$ cat src/rtl/ahb_multi_slave_interconnect_pkg.sv
// Shared AHB definitions for the multi-slave interconnect.
// Contents: HTRANS/HRESP encodings, default region base/mask constants and
// packers for them, the default-slave state type, the data-phase record and
// the "transfer is active" helper.
package ahb_multi_slave_interconnect_pkg;

  localparam logic [1:0] HTRANS_IDLE   = 2'b00;
  localparam logic [1:0] HTRANS_BUSY   = 2'b01;
  localparam logic [1:0] HTRANS_NONSEQ = 2'b10;
  localparam logic [1:0] HTRANS_SEQ    = 2'b11;

  localparam logic HRESP_OKAY  = 1'b0;
  localparam logic HRESP_ERROR = 1'b1;

  localparam int MAX_SLAVES = 16;
  localparam int MAX_PACK_W = 1024;  // 16 slaves x up to 64-bit address

  localparam logic [31:0] DFLT_BASE   = 32'h3000_0000;
  localparam logic [31:0] DFLT_STRIDE = 32'h0001_0000;
  localparam logic [31:0] DFLT_MASK   = 32'hFFFF_0000;

  typedef enum logic [1:0] {
    DS_IDLE = 2'd0,
    DS_ERR1 = 2'd1,
    DS_ERR2 = 2'd2
  } ds_state_e;

  // Data-phase record captured at the end of every address phase.
  typedef struct packed {
    logic [3:0] idx;   // selected slave
    logic       dflt;  // no slave matched: default slave owns the data phase
    logic       act;   // captured HTRANS was NONSEQ/SEQ
  } dphase_t;

  function automatic logic trans_active(input logic [1:0] t);
    return (t == HTRANS_NONSEQ) || (t == HTRANS_SEQ);
  endfunction

  // Slave i lives at DFLT_BASE + i*DFLT_STRIDE, packed at bit i*aw.
  function automatic logic [MAX_PACK_W-1:0] dflt_base_pack(input int n, input int aw);
    logic [MAX_PACK_W-1:0] r;
    r = '0;
    for (int i = 0; i < n; i++)
      r |= MAX_PACK_W'(DFLT_BASE + DFLT_STRIDE * 32'(i)) << (i * aw);
    return r;
  endfunction

  function automatic logic [MAX_PACK_W-1:0] dflt_mask_pack(input int n, input int aw);
    logic [MAX_PACK_W-1:0] r;
    r = '0;
    for (int i = 0; i < n; i++)
      r |= MAX_PACK_W'(DFLT_MASK) << (i * aw);
    return r;
  endfunction

endpackage

$ cat src/rtl/ahb_multi_slave_interconnect_default_slave.sv
// Default slave: answers data phases that no real slave claimed.
// Active transfers receive the two-cycle AHB ERROR response; err_cnt counts
// each ERROR response (saturating).
// Ports:
//   HCLK, HRESETn   clock, async active-low reset
//   start           an active unmatched transfer is being captured this edge
//   hready, hresp   default-slave response for the current data phase
//   err_cnt         saturating ERROR response count
module ahb_default_slave
  import ahb_multi_slave_interconnect_pkg::*;
(
  input  logic        HCLK,
  input  logic        HRESETn,
  input  logic        start,
  output logic        hready,
  output logic        hresp,
  output logic [15:0] err_cnt
);

  ds_state_e state_q, state_d;

  always_ff @(posedge HCLK or negedge HRESETn) begin
    if (!HRESETn) state_q <= DS_IDLE;
    else          state_q <= state_d;
  end

  always_comb begin
    state_d = state_q;
    case (state_q)
      DS_IDLE: if (start) state_d = DS_ERR1;
      DS_ERR1: state_d = DS_ERR2;
      DS_ERR2: state_d = start ? DS_ERR1 : DS_IDLE;
      default: state_d = DS_IDLE;
    endcase
  end

  always_comb begin
    hready = 1'b1;
    hresp  = HRESP_OKAY;
    case (state_q)
      DS_ERR1: begin hready = 1'b0; hresp = HRESP_ERROR; end
      DS_ERR2: hresp = HRESP_ERROR;
      default: ;
    endcase
  end

  // ERR1 is never re-entered from itself, so one increment per error.
  always_ff @(posedge HCLK or negedge HRESETn) begin
    if (!HRESETn)
      err_cnt <= '0;
    else if (state_d == DS_ERR1 && state_q != DS_ERR1 && err_cnt != 16'hFFFF)
      err_cnt <= err_cnt + 16'd1;
  end

endmodule

$ cat src/rtl/ahb_multi_slave_interconnect.sv
// Single-master AHB interconnect to NUM_SLAVES slaves plus a default slave.
// Address phase: combinational decode (or external one-hot select) drives
// HSEL_s. Data phase: a registered record selects which slave's response is
// muxed back to the master; unmatched transfers go to the default slave.
// Ports:
//   HCLK, HRESETn                clock, async active-low reset
//   HADDR, HTRANS                master address-phase signals
//   ext_hsel                     external one-hot select (SEL_MODE=1)
//   HSEL_s                       per-slave select
//   HRDATA_s, HREADYOUT_s, HRESP_s  slave responses (packed per slave)
//   HRDATA, HREADY, HRESP        muxed response; HREADY also goes to slaves
//   err_cnt                      default-slave ERROR count
module ahb_multi_slave_interconnect
  import ahb_multi_slave_interconnect_pkg::*;
#(
  parameter int NUM_SLAVES = 4,
  parameter int ADDR_W     = 32,
  parameter int DATA_W     = 32,
  parameter logic [NUM_SLAVES*ADDR_W-1:0] SLV_BASE =
    (NUM_SLAVES*ADDR_W)'(dflt_base_pack(NUM_SLAVES, ADDR_W)),
  parameter logic [NUM_SLAVES*ADDR_W-1:0] SLV_MASK =
    (NUM_SLAVES*ADDR_W)'(dflt_mask_pack(NUM_SLAVES, ADDR_W)),
  parameter int SEL_MODE   = 0
)(
  input  logic                         HCLK,
  input  logic                         HRESETn,
  input  logic [ADDR_W-1:0]            HADDR,
  input  logic [1:0]                   HTRANS,
  input  logic [NUM_SLAVES-1:0]        ext_hsel,
  output logic [NUM_SLAVES-1:0]        HSEL_s,
  input  logic [NUM_SLAVES*DATA_W-1:0] HRDATA_s,
  input  logic [NUM_SLAVES-1:0]        HREADYOUT_s,
  input  logic [NUM_SLAVES-1:0]        HRESP_s,
  output logic [DATA_W-1:0]            HRDATA,
  output logic                         HREADY,
  output logic                         HRESP,
  output logic [15:0]                  err_cnt
);

  logic [NUM_SLAVES-1:0] match, req;
  logic                  sel_hit;
  logic [3:0]            sel_idx;
  dphase_t               dp_q;
  logic                  ds_start, ds_hready, ds_hresp;

  for (genvar g = 0; g < NUM_SLAVES; g++) begin : g_dec
    assign match[g] = (HADDR & SLV_MASK[g*ADDR_W +: ADDR_W]) == SLV_BASE[g*ADDR_W +: ADDR_W];
  end

  assign req = (SEL_MODE == 1) ? ext_hsel : match;

  // Lowest requesting index wins: scan downward so the last hit is the lowest.
  always_comb begin
    sel_hit = 1'b0;
    sel_idx = '0;
    for (int i = NUM_SLAVES - 1; i >= 0; i--) begin
      if (req[i]) begin
        sel_hit = 1'b1;
        sel_idx = 4'(i);
      end
    end
  end

  always_comb begin
    HSEL_s = '0;
    for (int i = 0; i < NUM_SLAVES; i++)
      HSEL_s[i] = sel_hit && (sel_idx == 4'(i));
  end

  // Capture only when the shared HREADY completes the current data phase,
  // so a stalling slave holds off every new address phase.
  always_ff @(posedge HCLK or negedge HRESETn) begin
    if (!HRESETn)
      dp_q <= '{idx: 4'd0, dflt: 1'b1, act: 1'b0};
    else if (HREADY)
      dp_q <= '{idx: sel_idx, dflt: !sel_hit, act: trans_active(HTRANS)};
  end

  assign ds_start = HREADY && !sel_hit && trans_active(HTRANS);

  ahb_default_slave u_dflt (
    .HCLK    (HCLK),
    .HRESETn (HRESETn),
    .start   (ds_start),
    .hready  (ds_hready),
    .hresp   (ds_hresp),
    .err_cnt (err_cnt)
  );

  always_comb begin
    HRDATA = '0;
    HREADY = 1'b1;
    HRESP  = HRESP_OKAY;
    if (dp_q.dflt) begin
      if (dp_q.act) begin
        HREADY = ds_hready;
        HRESP  = ds_hresp;
      end
    end else begin
      for (int i = 0; i < NUM_SLAVES; i++) begin
        if (dp_q.idx == 4'(i)) begin
          HRDATA = HRDATA_s[i*DATA_W +: DATA_W];
          HREADY = HREADYOUT_s[i];
          HRESP  = HRESP_s[i];
        end
      end
    end
  end

endmodule

$ cat config.mk
export PLATFORM = sky130hd
export DESIGN_NAME = ahb_multi_slave_interconnect
export DESIGN_NICKNAME = d
export VERILOG_FILES = /design/src/rtl/ahb_multi_slave_interconnect_pkg.sv /design/src/rtl/ahb_multi_slave_interconnect_default_slave.sv /design/src/rtl/ahb_multi_slave_interconnect.sv
export SDC_FILE = /design/constraint.sdc
export NUM_CORES = 1
export LEC_CHECK = 0
export BUFFER_PORTS_ARGS = -buffer_cell sky130_fd_sc_hd__buf_2
export CAP_MARGIN = 10
export CORE_AREA = 8 8 89 91
export DETAILED_ROUTE_END_ITERATION = 8
export DIE_AREA = 0 0 97 99
export PLACE_DENSITY_LB_ADDON = 0.2
export REMOVE_ABC_BUFFERS = 1
export SLEW_MARGIN = 20
export SYNTH_ARGS = -nofsm -noshare
export SYNTH_HDL_FRONTEND = slang
export SYNTH_SLANG_ARGS = --single-unit
$ cat constraint.sdc
create_clock -name HCLK -period 2.9 [get_ports HCLK]
set_clock_uncertainty 0.1 [all_clocks]
set_input_delay 0.435 -clock HCLK [delete_from_list [all_inputs] [get_ports HCLK]]
set_output_delay 0.435 -clock HCLK [all_outputs]
set_load 0.05 [all_outputs]
# Word level (Yosys, flattened, before mapping)
# Cells that the tools add are included.
# totals
register_bits	24
wordCells	67
# classes
add_sub_neg	1
n_mux	30
n_reduce_logical	14
eq_ne	17
# op_table
cell	count
$mux 32	5
$eq 16x14->1 const B	4
$mux 1	19
$add 16x1->16 const B	1
$eq 4x2->1 const B	4
$ne 16x16->1 const B	1
$eq 4x1->1 const B	2
$logic_and 1x1->1	8
$logic_not 4->1	2
$mux 2	4
$eq 2x2->1 const B	3
$pmux 2 s3	1
$eq 2x1->1 const B	2
$mux 4	1
$logic_not 2->1	1
$ne 2x1->1 const B	1
$reduce_or 2->1	1
$logic_not 1->1	1
$logic_or 1x1->1	1

# Longest topological paths before layout
# logic_depth
ltp_word	13
mapped_depth	8

# By module
# Synthesis repeated with hierarchy kept, for this count alone.
# unflattened
hier_cells	193
hier_area_um2	2262.2
# by_module_without_submodules
mod	cells_per_inst	instances	area_each_um2
ahb_multi_slave_interconnect	113	1	1340.0
ahb_default_slave	80	1	922.1

# Least setup slack after synthesis
# Ideal clock, no wire load.
# synth_path
path_type	input -> output
from	in HADDR[19]
to	out HSEL_s[1]
path_stages	3
required_time_ps	2365
path_buffers	0
slack_ps	283
t_arrival_ps	2082
path_cell_list	nor4_1 -> nand4_1 -> nor3b_1
# synth_between
elab_chain_cells	7
word_cells_on_any_way	14
# synth_lines
item	line	text
start, declared	ahb_multi_slave_interconnect.sv:27	input logic [ADDR_W-1:0] HADDR,
$eq 16x14->1	ahb_multi_slave_interconnect.sv:47	assign match[g] = (HADDR & SLV_MASK[g*ADDR_W +: ADDR_W]) == SLV_BASE[g*ADDR_W +: ADDR_W];
$mux 2 (3 in series)	ahb_multi_slave_interconnect.sv:57	if (req[i]) begin
$mux 4	ahb_multi_slave_interconnect.sv:57	
$eq 4x1->1	ahb_multi_slave_interconnect.sv:67	HSEL_s[i] = sel_hit && (sel_idx == 4'(i));
$logic_and 1x1->1 (*)	ahb_multi_slave_interconnect.sv:67	
end, declared	ahb_multi_slave_interconnect.sv:30	output logic [NUM_SLAVES-1:0] HSEL_s,
# Every way passes the cells marked *; elsewhere a longest branch is shown, timed or not.

# Worst setup path in the final report
# layout_path
from	reg dp_q[2] (netlist bit)
to	out HREADY
# layout_between
elab_chain_cells	6
word_cells_on_any_way	9
# layout_lines
item	line	text
start, declared	ahb_multi_slave_interconnect.sv:43	dphase_t dp_q;
start signal, assigned	ahb_multi_slave_interconnect.sv:74	dp_q <= '{idx: 4'd0, dflt: 1'b1, act: 1'b0};
start signal, assigned	ahb_multi_slave_interconnect.sv:76	dp_q <= '{idx: sel_idx, dflt: !sel_hit, act: trans_active(HTRANS)};
$logic_not 4->1	ahb_multi_slave_interconnect.sv:101	if (dp_q.idx == 4'(i)) begin
$mux 1 (3 in series)	ahb_multi_slave_interconnect.sv:101	
$mux 1 (*)	ahb_multi_slave_interconnect.sv:101	
$mux 1 (*)	ahb_multi_slave_interconnect.sv:94	if (dp_q.dflt) begin
end, declared	ahb_multi_slave_interconnect.sv:35	output logic HREADY,
# Marks and branches as above.

==> results.py <==
metrics = {
    "outcome": {
        "status": "complete, no violations",
    },
    "critical_path": {
        "worstPathMaxFanout": 7,
        "crit_chain": "mux4_2, mux2i_4, inv_1, buf_2",
        "worst_path_dominant_cell_family": "multiplexers",
        "end_kind": "output pin",
        "crit_start": "dp_q[2]",
        "reg2reg_from": "dp_q[2]",
        "crit_required_ps": 2370,
        "arrival_ps": 2010,
        "crit_path_max_incr_delay_ps": 600,
        "crit_type": "reg2out",
        "start_kind": "register",
        "cp_slowest_cell": "mux4_2",
        "cp_num_buf_inv": 2,
    },
    "placed_design": {
        "port_buffers": 208,
        "place_ws_ps": 465,
        "gp_congestion": 0.849,
        "place_inst": 474,
        "place_hpwl_um": 8460,
        "dpl-instance-area_um2": 3360,
    },
    "layout": {
        "final-instance-count-excl-fill": 478,
        "fin_area_um2": 3430,
        "fill_cells": 629,
        "final_nets": 581,
        "final_util": 0.522,
        "area_growth_pct": 52.1,
        "diodes": 0,
        "final_layout_size_suffix_gt1_frac": 0.641,
    },
    "sta": {
        "max_slew_margin": 0.577,
        "setup_violations": 0,
        "period_needed_ps": 2540,
        "tightest_slew_ps": 634,
        "hold_viol": 0,
        "tns_ps": 0,
        "max_freq_mhz": 393,
        "fin_crit_sh": 0.877,
        "whs_ps": 10.2,
        "fin_ws_ps": 355,
        "slew_violations": 0,
        "rsz0062_at_grt": "no",
    },
    "logic_synthesis": {
        "synth_seq_area_share": 0.245,
        "synthTopCellsByArea": "mux4_2, dfrtp_1, nor2b_1",
        "yosysTopAreaCell": "mux4_2",
        "mappedNetlistArea_um2": 2260,
        "yosys.cell_types.count": 37,
        "yosys_warnings": 0,
        "netlist.area_leader.share": 0.339,
        "syn_avg_cell_area_um2": 11.4,
        "synthesis.instances": 198,
        "ys_ff_latch": 22,
    },
    "floorplanning": {
        "initial_core_util": 0.343,
        "die_area_um2": 9600,
        "rows": 30,
        "fp.dieH_um": 99,
        "die_x_um": 97,
        "fp.coreArea_um2": 6570,
        "boundaryPins": 230,
    },
    "pwr": {
        "p_leak_nw": 1.69,
        "irDropWorstVdd_uv": 512,
        "total_power_mw": 1.39,
        "p_per_area_nw_per_um2": 404,
    },
    "routing": {
        "via_count": 2476,
        "wirelength_um": 9790,
        "drt_pass1_iterations": 4,
        "wl_met3_um": 952,
        "wl_per_cell_um": 20.5,
        "ant_nets": 0,
        "wl_met2_um": 4950,
        "vias_per_cell": 5.18,
        "post-route-drc-count": 0,
        "wl_met1_um": 3760,
        "drt_iter0_drc": 87,
        "dr.max_layer_used": "met4",
    },
    "global_routing": {
        "grt.total_usage": 0.197,
        "antenna_found_initial": 0,
        "grt_first_pass_wirelength_um": 15300,
        "first_global_vias": 2897,
        "grt_max_degree": 36,
        "grt-ovfl-total": 0,
    },
    "cts": {
        "numCtsBuffers": 3,
        "htreeDepth": 1,
        "cts_resized": 0,
        "clk_pin_slew_ps": 80,
        "cts-root-buf": "clkbuf_8",
        "ctsHoldBuffers": 0,
        "clock_latency_ps": 270,
        "cts_sinks": 22,
        "post_cts_buffers": 0,
        "cts_buffer_depth": 2,
        "cts_tree": "yes",
    },
    "min_path": {
        "hold_path_class": "in2async",
    },
    "flow_run": {
        "max_cap_viol_count": 0,
    },
}
[flip-flops by register name (all words and copies together), names as in the netlist]
register	cells
dp_q	4
u_dflt.err_cnt	16
u_dflt.state_q	2
[synthesized netlist by cell type (all sizes together)]
| cell | count |
|---|---|
| o211ai | 1 |
| mux2 | 1 |
| nand4 | 10 |
| o21ai | 2 |
| xor2 | 1 |
| a41oi | 2 |
| dfrtp | 21 |
| and4 | 3 |
| nor2 | 7 |
| and2 | 1 |
| mux2i | 1 |
| nand4b | 1 |
| clkbuf | 9 |
| and3 | 5 |
| mux4 | 34 |
| a21oi | 2 |
| nand2b | 1 |
| inv | 5 |
| buf | 6 |
| o31ai | 2 |
| nor2b | 33 |
| nor4bb | 1 |
| nand3 | 8 |
| nor3 | 2 |
| ha | 6 |
| nor3b | 1 |
| nor4 | 2 |
| nand2 | 11 |
| or4 | 1 |
| o2111ai | 1 |
| xnor2 | 13 |
| nand3b | 3 |
| dfstp | 1 |
[worst paths after layout]
| kind | slack (ps) | cells past startpoint | endpoint |
|---|---|---|---|
| min in group HCLK | 310 | 3 | dp_q[0] |
| min | 10 | 1 | u_dflt.err_cnt[3] |
| max reg2reg | 460 | 5 | u_dflt.err_cnt[1] |
| max | 360 | 4 | HREADY |
| max in group asynchronous | 2330 | 1 | dp_q[2] |
| min reg2reg | 420 | 2 | dp_q[0] |
[routing by layer]
layer,vias up,track usage
met3,11,0.0791
met1,1189,0.214
li1,1159,-
met5,-,0
met4,0,0.0473
met2,117,0.349
[worst register-to-register path: stages (launching register included)]
cell and delay, ps:
dfrtp_2 480, mux4_2 430, mux2i_4 120, o31ai_4 610
and2_4 290, mux2_4 290
[cell families after synthesis]
logic type	synth area share
simple gates	0.234
flops	0.245
xor+xnor	0.0544
mux	0.356
buf+inv	0.0410
fa+ha+maj	0.0333
compound gates	0.0366
[report_power, final]
group          internal (mW)  switching, mW
logic                  0.273          0.395
clock network          0.185          0.107
registers              0.360         0.0654
[cell usage in the layout, fill, tap and decap left out, drive strengths merged, types with 2 or more instances in the layout]
cell	synthesis	layout
nand3b	3	3
nor2b	33	33
o31ai	2	2
ha	6	6
mux4	34	34
dfrtp	21	21
nand2	11	11
clkbuf	9	3
and4	3	3
a41oi	2	2
xnor2	13	13
nor2	7	7
nor4	2	2
buf	6	211
nand3	8	8
a21oi	2	2
and3	5	5
nand4	10	10
nor3	2	2
inv	5	5
o21ai	2	2
[layout make-up]
class	count	area [um2]	share of cell area
Multi-Input combinational cell	156	1610	0.470
Timing Repair Buffer	211	1080	0.314
Sequential cell	22	553	0.161
Tap cell	80	100	0.0292
Clock buffer	3	41.3	0.0120
Clock inverter	1	30.0	0.00875
Inverter	5	18.8	0.00547
(Power assumes the default switching activity.)
